[src/rtl/joy_db15_pkg.sv]
// Shared definitions for the DB15 joystick link (master and responder).
package joy_db15_pkg;

   localparam int PLAYER_BITS = 12;
   localparam int FRAME_BITS  = 2 * PLAYER_BITS;
   localparam int CNT_W       = 5;

   // Button bit positions inside a player word, layout FEDCBAUDLR.
   localparam int BTN_R  = 0;
   localparam int BTN_L  = 1;
   localparam int BTN_DN = 2;
   localparam int BTN_UP = 3;
   localparam int BTN_A  = 4;
   localparam int BTN_B  = 5;
   localparam int BTN_C  = 6;
   localparam int BTN_D  = 7;
   localparam int BTN_E  = 8;
   localparam int BTN_F  = 9;

   typedef logic [PLAYER_BITS-1:0] player_word_t;
   typedef logic [FRAME_BITS-1:0]  frame_t;

   // Frame in wire order: player 1 leaves first, bit 0 first; pins are active-low.
   function automatic frame_t wire_frame(player_word_t j1, player_word_t j2);
      return ~{j2, j1};
   endfunction

endpackage

[src/rtl/joy_db15_responder_if.sv]
// Pin-level and button-level signals of the DB15 responder.
interface joy_db15_responder_if;
   import joy_db15_pkg::*;

   logic                 joy_clk_in;
   logic                 joy_load_in;
   player_word_t         joystick1;
   player_word_t         joystick2;
   logic                 joy_data_out;
   logic                 frame_done;
   logic [CNT_W-1:0]     bit_cnt;

   // The side that drives the pins and supplies the buttons.
   modport master (
      output joy_clk_in, joy_load_in, joystick1, joystick2,
      input  joy_data_out, frame_done, bit_cnt
   );

   // The emulated adapter.
   modport slave (
      input  joy_clk_in, joy_load_in, joystick1, joystick2,
      output joy_data_out, frame_done, bit_cnt
   );

endinterface

[src/rtl/joy_db15_responder_sync_ff.sv]
// Generic multi-flop synchronizer with a configurable reset value.
module sync_ff #(
   parameter int   STAGES  = 2,
   parameter logic RST_VAL = 1'b1
) (
   input  logic clk,
   input  logic reset_n,
   input  logic d_i,
   output logic q_o
);

   logic [STAGES-1:0] sync_q;

   // Shift the asynchronous input through the flop chain.
   always_ff @(posedge clk) begin
      if (!reset_n) begin
         sync_q <= {STAGES{RST_VAL}};
      end else begin
         sync_q <= {sync_q[STAGES-2:0], d_i};
      end
   end

   assign q_o = sync_q[STAGES-1];

endmodule

[src/rtl/joy_db15_responder.sv]
// DB15 adapter emulation: parallel capture of two player words while LOAD is
// low, serial shift-out on each rising JOY_CLK while LOAD is high.
module joy_db15_responder
   import joy_db15_pkg::*;
#(
   parameter int SYNC_STAGES = 2
) (
   input  logic                 clk,
   input  logic                 reset_n,
   joy_db15_responder_if.slave  bus
);

   logic             clk_s;
   logic             load_s;
   logic             clk_prev_q;
   logic             clk_rise;
   logic             shift_mode;
   frame_t           sr_q, sr_d;
   logic [CNT_W-1:0] cnt_q, cnt_d;
   logic             done_q, done_d;

   sync_ff #(.STAGES(SYNC_STAGES), .RST_VAL(1'b1)) u_sync_clk (
      .clk     (clk),
      .reset_n (reset_n),
      .d_i     (bus.joy_clk_in),
      .q_o     (clk_s)
   );

   sync_ff #(.STAGES(SYNC_STAGES), .RST_VAL(1'b1)) u_sync_load (
      .clk     (clk),
      .reset_n (reset_n),
      .d_i     (bus.joy_load_in),
      .q_o     (load_s)
   );

   assign shift_mode = load_s;
   assign clk_rise   = clk_s & ~clk_prev_q;

   // Next-state: load level wins over any coincident clock edge.
   always_comb begin
      sr_d   = sr_q;
      cnt_d  = cnt_q;
      done_d = 1'b0;
      if (!shift_mode) begin
         sr_d  = wire_frame(bus.joystick1, bus.joystick2);
         cnt_d = '0;
      end else if (clk_rise) begin
         sr_d = {1'b1, sr_q[FRAME_BITS-1:1]};
         if (cnt_q < CNT_W'(FRAME_BITS)) begin
            cnt_d  = cnt_q + CNT_W'(1);
            done_d = (cnt_q == CNT_W'(FRAME_BITS - 1));
         end
      end
   end

   // Datapath registers; reset leaves the line idle-high.
   always_ff @(posedge clk) begin
      if (!reset_n) begin
         sr_q       <= '1;
         cnt_q      <= '0;
         done_q     <= 1'b0;
         clk_prev_q <= 1'b1;
      end else begin
         sr_q       <= sr_d;
         cnt_q      <= cnt_d;
         done_q     <= done_d;
         clk_prev_q <= clk_s;
      end
   end

   assign bus.joy_data_out = sr_q[0];
   assign bus.frame_done   = done_q;
   assign bus.bit_cnt      = cnt_q;

endmodule

[src/flat_wrapper.sv]
// flat-port wrapper written by rule: the top's interface ports become plain ports
module joy_db15_responder_flat import joy_db15_pkg::*;
#(
   parameter int SYNC_STAGES = 2
)
  (clk, reset_n, bus_joy_clk_in, bus_joy_load_in, bus_joystick1, bus_joystick2, bus_joy_data_out, bus_frame_done, bus_bit_cnt);
  joy_db15_responder_if bus_i ();
  input  logic clk;
  input  logic reset_n;
  input wire logic [$bits(bus_i.joy_clk_in)-1:0] bus_joy_clk_in;
  input wire logic [$bits(bus_i.joy_load_in)-1:0] bus_joy_load_in;
  input wire logic [$bits(bus_i.joystick1)-1:0] bus_joystick1;
  input wire logic [$bits(bus_i.joystick2)-1:0] bus_joystick2;
  output wire logic [$bits(bus_i.joy_data_out)-1:0] bus_joy_data_out;
  output wire logic [$bits(bus_i.frame_done)-1:0] bus_frame_done;
  output wire logic [$bits(bus_i.bit_cnt)-1:0] bus_bit_cnt;
  assign bus_i.joy_clk_in = bus_joy_clk_in;
  assign bus_i.joy_load_in = bus_joy_load_in;
  assign bus_i.joystick1 = bus_joystick1;
  assign bus_i.joystick2 = bus_joystick2;
  assign bus_joy_data_out = bus_i.joy_data_out;
  assign bus_frame_done = bus_i.frame_done;
  assign bus_bit_cnt = bus_i.bit_cnt;
  joy_db15_responder #(.SYNC_STAGES(SYNC_STAGES)) u_core (.clk(clk), .reset_n(reset_n), .bus(bus_i));
endmodule
[config.mk]
export PLATFORM = sky130hd
export DESIGN_NAME = joy_db15_responder_flat
export DESIGN_NICKNAME = d
export VERILOG_FILES = /design/src/rtl/joy_db15_pkg.sv /design/src/rtl/joy_db15_responder_if.sv /design/src/rtl/joy_db15_responder_sync_ff.sv /design/src/rtl/joy_db15_responder.sv /design/src/flat_wrapper.sv
export SDC_FILE = /design/constraint.sdc
export NUM_CORES = 1
export LEC_CHECK = 0
export CAP_MARGIN = 10
export CORE_MARGIN = 2
export CORE_UTILIZATION = 47
export CTS_BUF_LIST = sky130_fd_sc_hd__clkbuf_8
export CTS_CLUSTER_DIAMETER = 100
export CTS_CLUSTER_SIZE = 24
export DETAILED_ROUTE_END_ITERATION = 6
export GPL_ROUTABILITY_DRIVEN = 0
export PLACE_DENSITY = 0.89
export RECOVER_POWER = 50
export SLEW_MARGIN = 20
export SYNTH_ARGS = -nofsm -noshare
export SYNTH_HDL_FRONTEND = slang
export SYNTH_SLANG_ARGS = --single-unit
export TNS_END_PERCENT = 10
[constraint.sdc]
create_clock -name clk -period 1.3 [get_ports clk]
set_input_delay 0.26 -clock clk [delete_from_list [all_inputs] [get_ports clk]]
set_output_delay 0.26 -clock clk [all_outputs]
set_load 0.01 [all_outputs]
==> results.json, run 1 <==
{
  "dieArea_sq_um": 3850,
  "fill_cells": 281,
  "leakage_nw": 0.878,
  "synthArstFlopShare_pct": 0,
  "finalMaxSlewViolations": 0,
  "cp_slowest_cell": "or4_1",
  "tightest_slew_ns": 0.340,
  "r2r_end": "u_core.bus.bit_cnt[2]",
  "grt-ovfl-total": 0,
  "synth_nets": 200,
  "antenna_found_initial": 0,
  "port_buffers": 34,
  "r2r_setup_slack_ns": 0.02,
  "synth_edf_count": 0,
  "initial_core_util_pct": 48.3,
  "setup.worst_path.end_class": "flip-flop",
  "syn_area_per_cell_sq_um": 9.27,
  "postCtsSetupBuffers": 0,
  "register_area_sq_um": 706,
  "synth.distinct_cells": 28,
  "final_antenna_net_count": 0,
  "seq_area_frac_synth_pct": 44.2,
  "fp-row-count": 21,
  "synth_ff_type": "dfxtp_1",
  "crit_required_ns": 1.52,
  "worstHoldPathType": "reg2reg",
  "dp_cells": 247,
  "diodes": 0,
  "cts_buffer_depth": 2,
  "startpoint": "u_core.bus.bit_cnt[0]",
  "pin_count": 35,
  "track_usage_pct": 17.8,
  "setup_viol": 0,
  "fin_area_sq_um": 2100,
  "drcViolationCount": 0,
  "num_vias": 1291,
  "vias_per_cell": 5.08,
  "crit_arrival_ns": 1.49,
  "fin_hold_ws_ns": 0.413,
  "drive_above_1_share_pct": 9.62,
  "dieWidth_um": 62.1,
  "relSlewSlack_pct": 77.4,
  "power_mw": 2.12,
  "min_period_ns": 1.28,
  "fp.dieH_um": 62.1,
  "fin_worst_skew_ns": 0.00395,
  "cts.sinks": 35,
  "hold_buffers": 0,
  "drt_iter0_markers": 44,
  "coreArea_sq_um": 3280,
  "max_freq_ghz": 0.784,
  "cp_cell_sequence": "ha_4, clkinv_1, or4_1, a21oi_1",
  "grt_pass1_vias": 1172,
  "crit_end": "u_core.bus.bit_cnt[2]",
  "hpwl_um": 2150,
  "multiInputGateArea_sq_um": 831,
  "netlist_area_sq_um": 1590,
  "yosys_warnings": 0,
  "final_nets": 237,
  "syn_inst": 171,
  "run_status": "finished, final reports clean",
  "place_area_sq_um": 2000,
  "cts_made_buffers": 5,
  "startpoint_type": "flip-flop",
  "grt_max_degree": 50,
  "routed_wl_um": 3070,
  "grt_pass1_wl_um": 4920,
  "cp.depth": 4,
  "critPathBufInv": 1,
  "maxCapViolations": 0,
  "insertion_delay_ns": 0.28,
  "cts_tree": "done",
  "p_per_area_nw_per_um2": 1010,
  "ir_worst_vdd_uv": 554,
  "firstDrtPassIters": 4,
  "cts_root_buf": "clkbuf_8",
  "crit_type": "reg2reg",
  "clk_pin_slew_ns": 0.07,
  "htree_levels": 2,
  "path_delay_family": "simple AND/OR/NAND/NOR gates",
  "worstRegToRegCells": 4,
  "area_growth_syn_to_layout_pct": 32.7,
  "r2r_start": "u_core.bus.bit_cnt[0]",
  "fin_cells": 254,
  "slowest_delay_ns": 0.49,
  "wl_per_cell_um": 12.1,
  "ys_seq_elements": 35,
  "hold_violations": 0,
  "final.period_utilization_pct": 98.1,
  "path_max_fanout": 3
}
[cells by family (layout without fill, tap and decap cells)]
family                   count (synthesis)  count (layout)  share of synthesized area (%)
AO/OA/AOI/OAI                           33              33                           11.2
flip-flops                              35              35                           44.2
buffers and inverters                   14              51                           4.18
AND/OR/NAND/NOR                         66              66                           25.7
multiplexers                            22              22                           13.9
adder cells (fa/ha/maj)                  1               1                          0.789
[what timing repair did]
item                       CTS  global route
setup endpoints to repair    8             6
pin swaps                    0             1
resized for setup            9             4
[metrics by stage]
step | TNS [ns] | utilization, % | setup WS [ns]
after floorplan | 0 | - | 0.00361
after detailed placement | -0.00229 | 61.0 | -0.00229
after CTS | -0.157 | 63.8 | -0.157
final | 0 | 64.0 | 0.0248
after global routing | -0.0361 | 64.0 | -0.0361
after global placement | 0 | 61.0 | 0.0508
[power by group]
group	internal (mW)	total [mW]	switching, mW	leakage (nW)
Sequential	1.11	1.11	0.00870	0.288
Clock	0.415	0.777	0.362	0.0470
Combinational	0.139	0.224	0.0843	0.544
[per-layer routing]
| metal | track usage [%] | vias up | part of all wire, % |
|---|---|---|---|
| li1 | - | 651 | - |
| met1 | 19.8 | 607 | 40 |
| met2 | 30.8 | 26 | 54 |
| met3 | 4.35 | 7 | 3.7 |
| met4 | 10.0 | 0 | 2.3 |
| met5 | 0 | - | 0 |
[cells in the mapped netlist (2+ instances only)]
cell type | n | area (sq um)
nor2b_1 | 23 | 144
dfxtp_1 | 35 | 701
nand2_1 | 2 | 7.51
nor2_1 | 2 | 7.51
clkbuf_1 | 5 | 18.8
mux2i_1 | 22 | 220
nand2b_1 | 29 | 181
o21ai_0 | 23 | 115
nand3_1 | 2 | 10.0
o31ai_1 | 3 | 22.5
buf_2 | 4 | 20.0
a21oi_1 | 4 | 20.0
or3_1 | 2 | 12.5
[final cells by class]
cell class                 count  share of cell area [%]
multi-input combinational    122                    39.5
clock inverter                 1                   0.238
tap                           46                    2.74
inverter                       2                   0.357
timing repair buffer          42                    19.7
clock buffer                   6                    3.93
sequential                    35                    33.6
[sequential cells by signal (all words and copies together), names as in the netlist]
register and cells:
u_core.u_sync_load.sync_q 2, u_core.bus.bit_cnt 5, u_core.u_sync_clk.sync_q 2, u_core.sr_q 24, u_core.clk_prev_q 1, u_core.bus.frame_done 1
[placed cells by master, fill, tap and decap left out, types with 2 or more instances in the layout]
master and instances:
nand2_1 2, dlygate4sd2_1 4, nor2b_1 23, buf_4 6, nand3_1 2, dfxtp_1 31, a21oi_1 4, nor2_1 2
or3_1 2, o21ai_0 23, o31ai_1 3, clkdlybuf4s50_1 26, dfxtp_2 4, nand2b_1 29, mux2i_1 22, clkdlybuf4s15_1 2
clkbuf_8 6
[how the worst min path moves through the flow]
| stage | cells after the start | end | start |
|---|---|---|---|
| floorplan | 1 | u_core.u_sync_clk.sync_q[0] | bus_joy_clk_in |
| global placement | 1 | u_core.u_sync_clk.sync_q[1] | u_core.u_sync_clk.sync_q[0] |
| detailed placement | 1 | u_core.u_sync_clk.sync_q[1] | u_core.u_sync_clk.sync_q[0] |
| CTS | 1 | u_core.u_sync_clk.sync_q[1] | u_core.u_sync_clk.sync_q[0] |
| global route | 1 | u_core.u_sync_clk.sync_q[1] | u_core.u_sync_clk.sync_q[0] |
| finish | 1 | u_core.u_sync_load.sync_q[1] | u_core.u_sync_load.sync_q[0] |
(Power assumes the default switching activity.)
==> inputs of run 2 (changes only) <==
--- a/config.mk
+++ b/config.mk
@@ -7,13 +7,13 @@
 export LEC_CHECK = 0
 export CAP_MARGIN = 10
 export CORE_MARGIN = 2
-export CORE_UTILIZATION = 47
+export CORE_UTILIZATION = 43
 export CTS_BUF_LIST = sky130_fd_sc_hd__clkbuf_8
 export CTS_CLUSTER_DIAMETER = 100
 export CTS_CLUSTER_SIZE = 24
 export DETAILED_ROUTE_END_ITERATION = 6
 export GPL_ROUTABILITY_DRIVEN = 0
-export PLACE_DENSITY = 0.89
+export PLACE_DENSITY = 0.83
 export RECOVER_POWER = 50
 export SLEW_MARGIN = 20
 export SYNTH_ARGS = -nofsm -noshare
==> run 2 against run 1 <==
  * Combinational power rose by 4%
  * Setup slack worse by 0.0054 ns
  * Worst hold slack got worse by 0.0059 ns
  * Wire length down 6.7%
  * Largest power group unchanged
==> results.json, run 2 (synthesis gave the netlist of run 1 again) <==
{
  "rsz0062_at_grt": "yes",
  "crit_type": "reg2reg",
  "setup_tns_ns": 0,
  "startpoint_type": "flip-flop",
  "fin_area_sq_um": 2170,
  "grt_max_degree": 41,
  "fp-row-count": 22,
  "leakage_nw": 0.919,
  "final_nets": 240,
  "port_buffers": 34,
  "clk_pin_slew_ns": 0.06,
  "setup_viol": 0,
  "power_mw": 2.19,
  "place_area_sq_um": 2060,
  "p_per_area_nw_per_um2": 1010,
  "grt_pass1_vias": 1151,
  "layout_common_cells": "31 x dfxtp_1, 28 x nand2b_1, 27 x clkdlybuf4s50_1, 23 x nor2b_1, 23 x o21ai_0",
  "cts_tree": "done",
  "run_status": "finished, final reports clean",
  "fp.dieH_um": 64.7,
  "final.period_utilization_pct": 98.5,
  "mostFrequentLayoutCell": "dfxtp_1",
  "cts_buffer_depth": 2,
  "ir_worst_vdd_uv": 444,
  "hpwl_um": 2060,
  "initial_core_util_pct": 44.0,
  "diodes": 0,
  "dieWidth_um": 64.7,
  "cts_root_buf": "clkbuf_8",
  "grt_pass1_wl_um": 4970,
  "coreArea_sq_um": 3610,
  "regMostFlops": "u_core.sr_q",
  "firstDrtPassIters": 4,
  "final_antenna_net_count": 0,
  "path_max_fanout": 2,
  "cts_made_buffers": 5,
  "min_period_ns": 1.28,
  "drive_above_1_share_pct": 12.3,
  "grt-ovfl-total": 0,
  "routed_wl_um": 2870,
  "insertion_delay_ns": 0.29,
  "crit_required_ns": 1.52,
  "setup.worst_path.end_class": "flip-flop",
  "maxCapViolations": 0,
  "relSlewSlack_pct": 82.3,
  "cts.sinks": 35,
  "drcViolationCount": 0,
  "fin_util_pct": 60.2,
  "fin_worst_skew_ns": 0.00216,
  "max_freq_ghz": 0.781,
  "track_usage_pct": 15.7,
  "crit_arrival_ns": 1.50,
  "tightest_slew_ns": 0.262,
  "dp_cells": 252,
  "wl_per_cell_um": 11.0,
  "num_vias": 1231,
  "pin_count": 35,
  "vias_per_cell": 4.73,
  "htree_levels": 2,
  "worstHoldPathType": "reg2reg",
  "area_growth_syn_to_layout_pct": 36.9,
  "hold_violations": 0,
  "antenna_found_initial": 0,
  "drt_iter0_markers": 90,
  "fin_cells": 260,
  "finalMaxSlewViolations": 0,
  "dieArea_sq_um": 4190,
  "largest_reg_flops": 24
}
-- run 2: final timing paths --
check,startpoint,end,slack (ns),cells after the start
setup / recovery,u_core.bus.bit_cnt[0],u_core.bus.bit_cnt[2],0.02,4
hold reg to reg,u_core.u_sync_load.sync_q[0],u_core.u_sync_load.sync_q[1],0.41,1
hold / removal,u_core.u_sync_load.sync_q[0],u_core.u_sync_load.sync_q[1],0.41,1
setup reg to reg,u_core.bus.bit_cnt[0],u_core.bus.bit_cnt[2],0.02,4
-- run 2: per-stage QoR --
| stage | setup slack, ns | hold WS, ns |
|---|---|---|
| detailed placement | -0.0699 | 0.391 |
| floorplan | 0.00361 | 0.361 |
| CTS | -0.165 | 0.407 |
| finish | 0.0194 | 0.408 |
| global route | -0.0116 | 0.434 |
| global placement | 0.0298 | 0.391 |
-- run 2: timing repair --
item	CTS	global route
resized for setup	8	5
setup buffers	0	0
setup endpoints to repair	7	22
gates cloned	0	0
pin swaps	0	1
hold buffers	0	0
-- run 2: worst max-delay path, stage by stage, from the launching register on --
cell      delay (ns)
dfxtp_2         0.33
ha_2            0.17
clkinv_1        0.07
or4_1           0.50
a21oi_1         0.13
-- run 2: power breakdown --
part           internal, mW  switching [mW]  total [mW]
combinational         0.149          0.0836       0.232
clock                 0.475           0.368       0.843
sequential             1.11         0.00875        1.11
-- run 2: final cells by class --
class                      instances  area, sq um
clock buffer                       7         96.3
clock inverter                     1         3.75
fill                             333         1440
inverter                           2         7.51
multi-input combinational        122          828
sequential                        35          706
tap                               48         60.1
timing repair buffer              45          469
-- run 2: metal layers --
metal  vias up  GRT usage [%]  wire length, um  share of wire (%)
li1        658              -                -                  -
met2        25           24.6             1420                 49
met3         4           5.21              103                3.6
met1       544           18.6             1320                 46
met5         -              0                0                  0
met4         0           9.57               31                1.1
==> inputs of run 3 (changes only) <==
--- a/config.mk
+++ b/config.mk
@@ -5,7 +5,7 @@
 export SDC_FILE = /design/constraint.sdc
 export NUM_CORES = 1
 export LEC_CHECK = 0
-export CAP_MARGIN = 10
+export CAP_MARGIN = 20
 export CORE_MARGIN = 2
 export CORE_UTILIZATION = 43
 export CTS_BUF_LIST = sky130_fd_sc_hd__clkbuf_8
==> results of run 3 <==
Same layout as run 2: the final DEF is identical, and so are final timing and power.
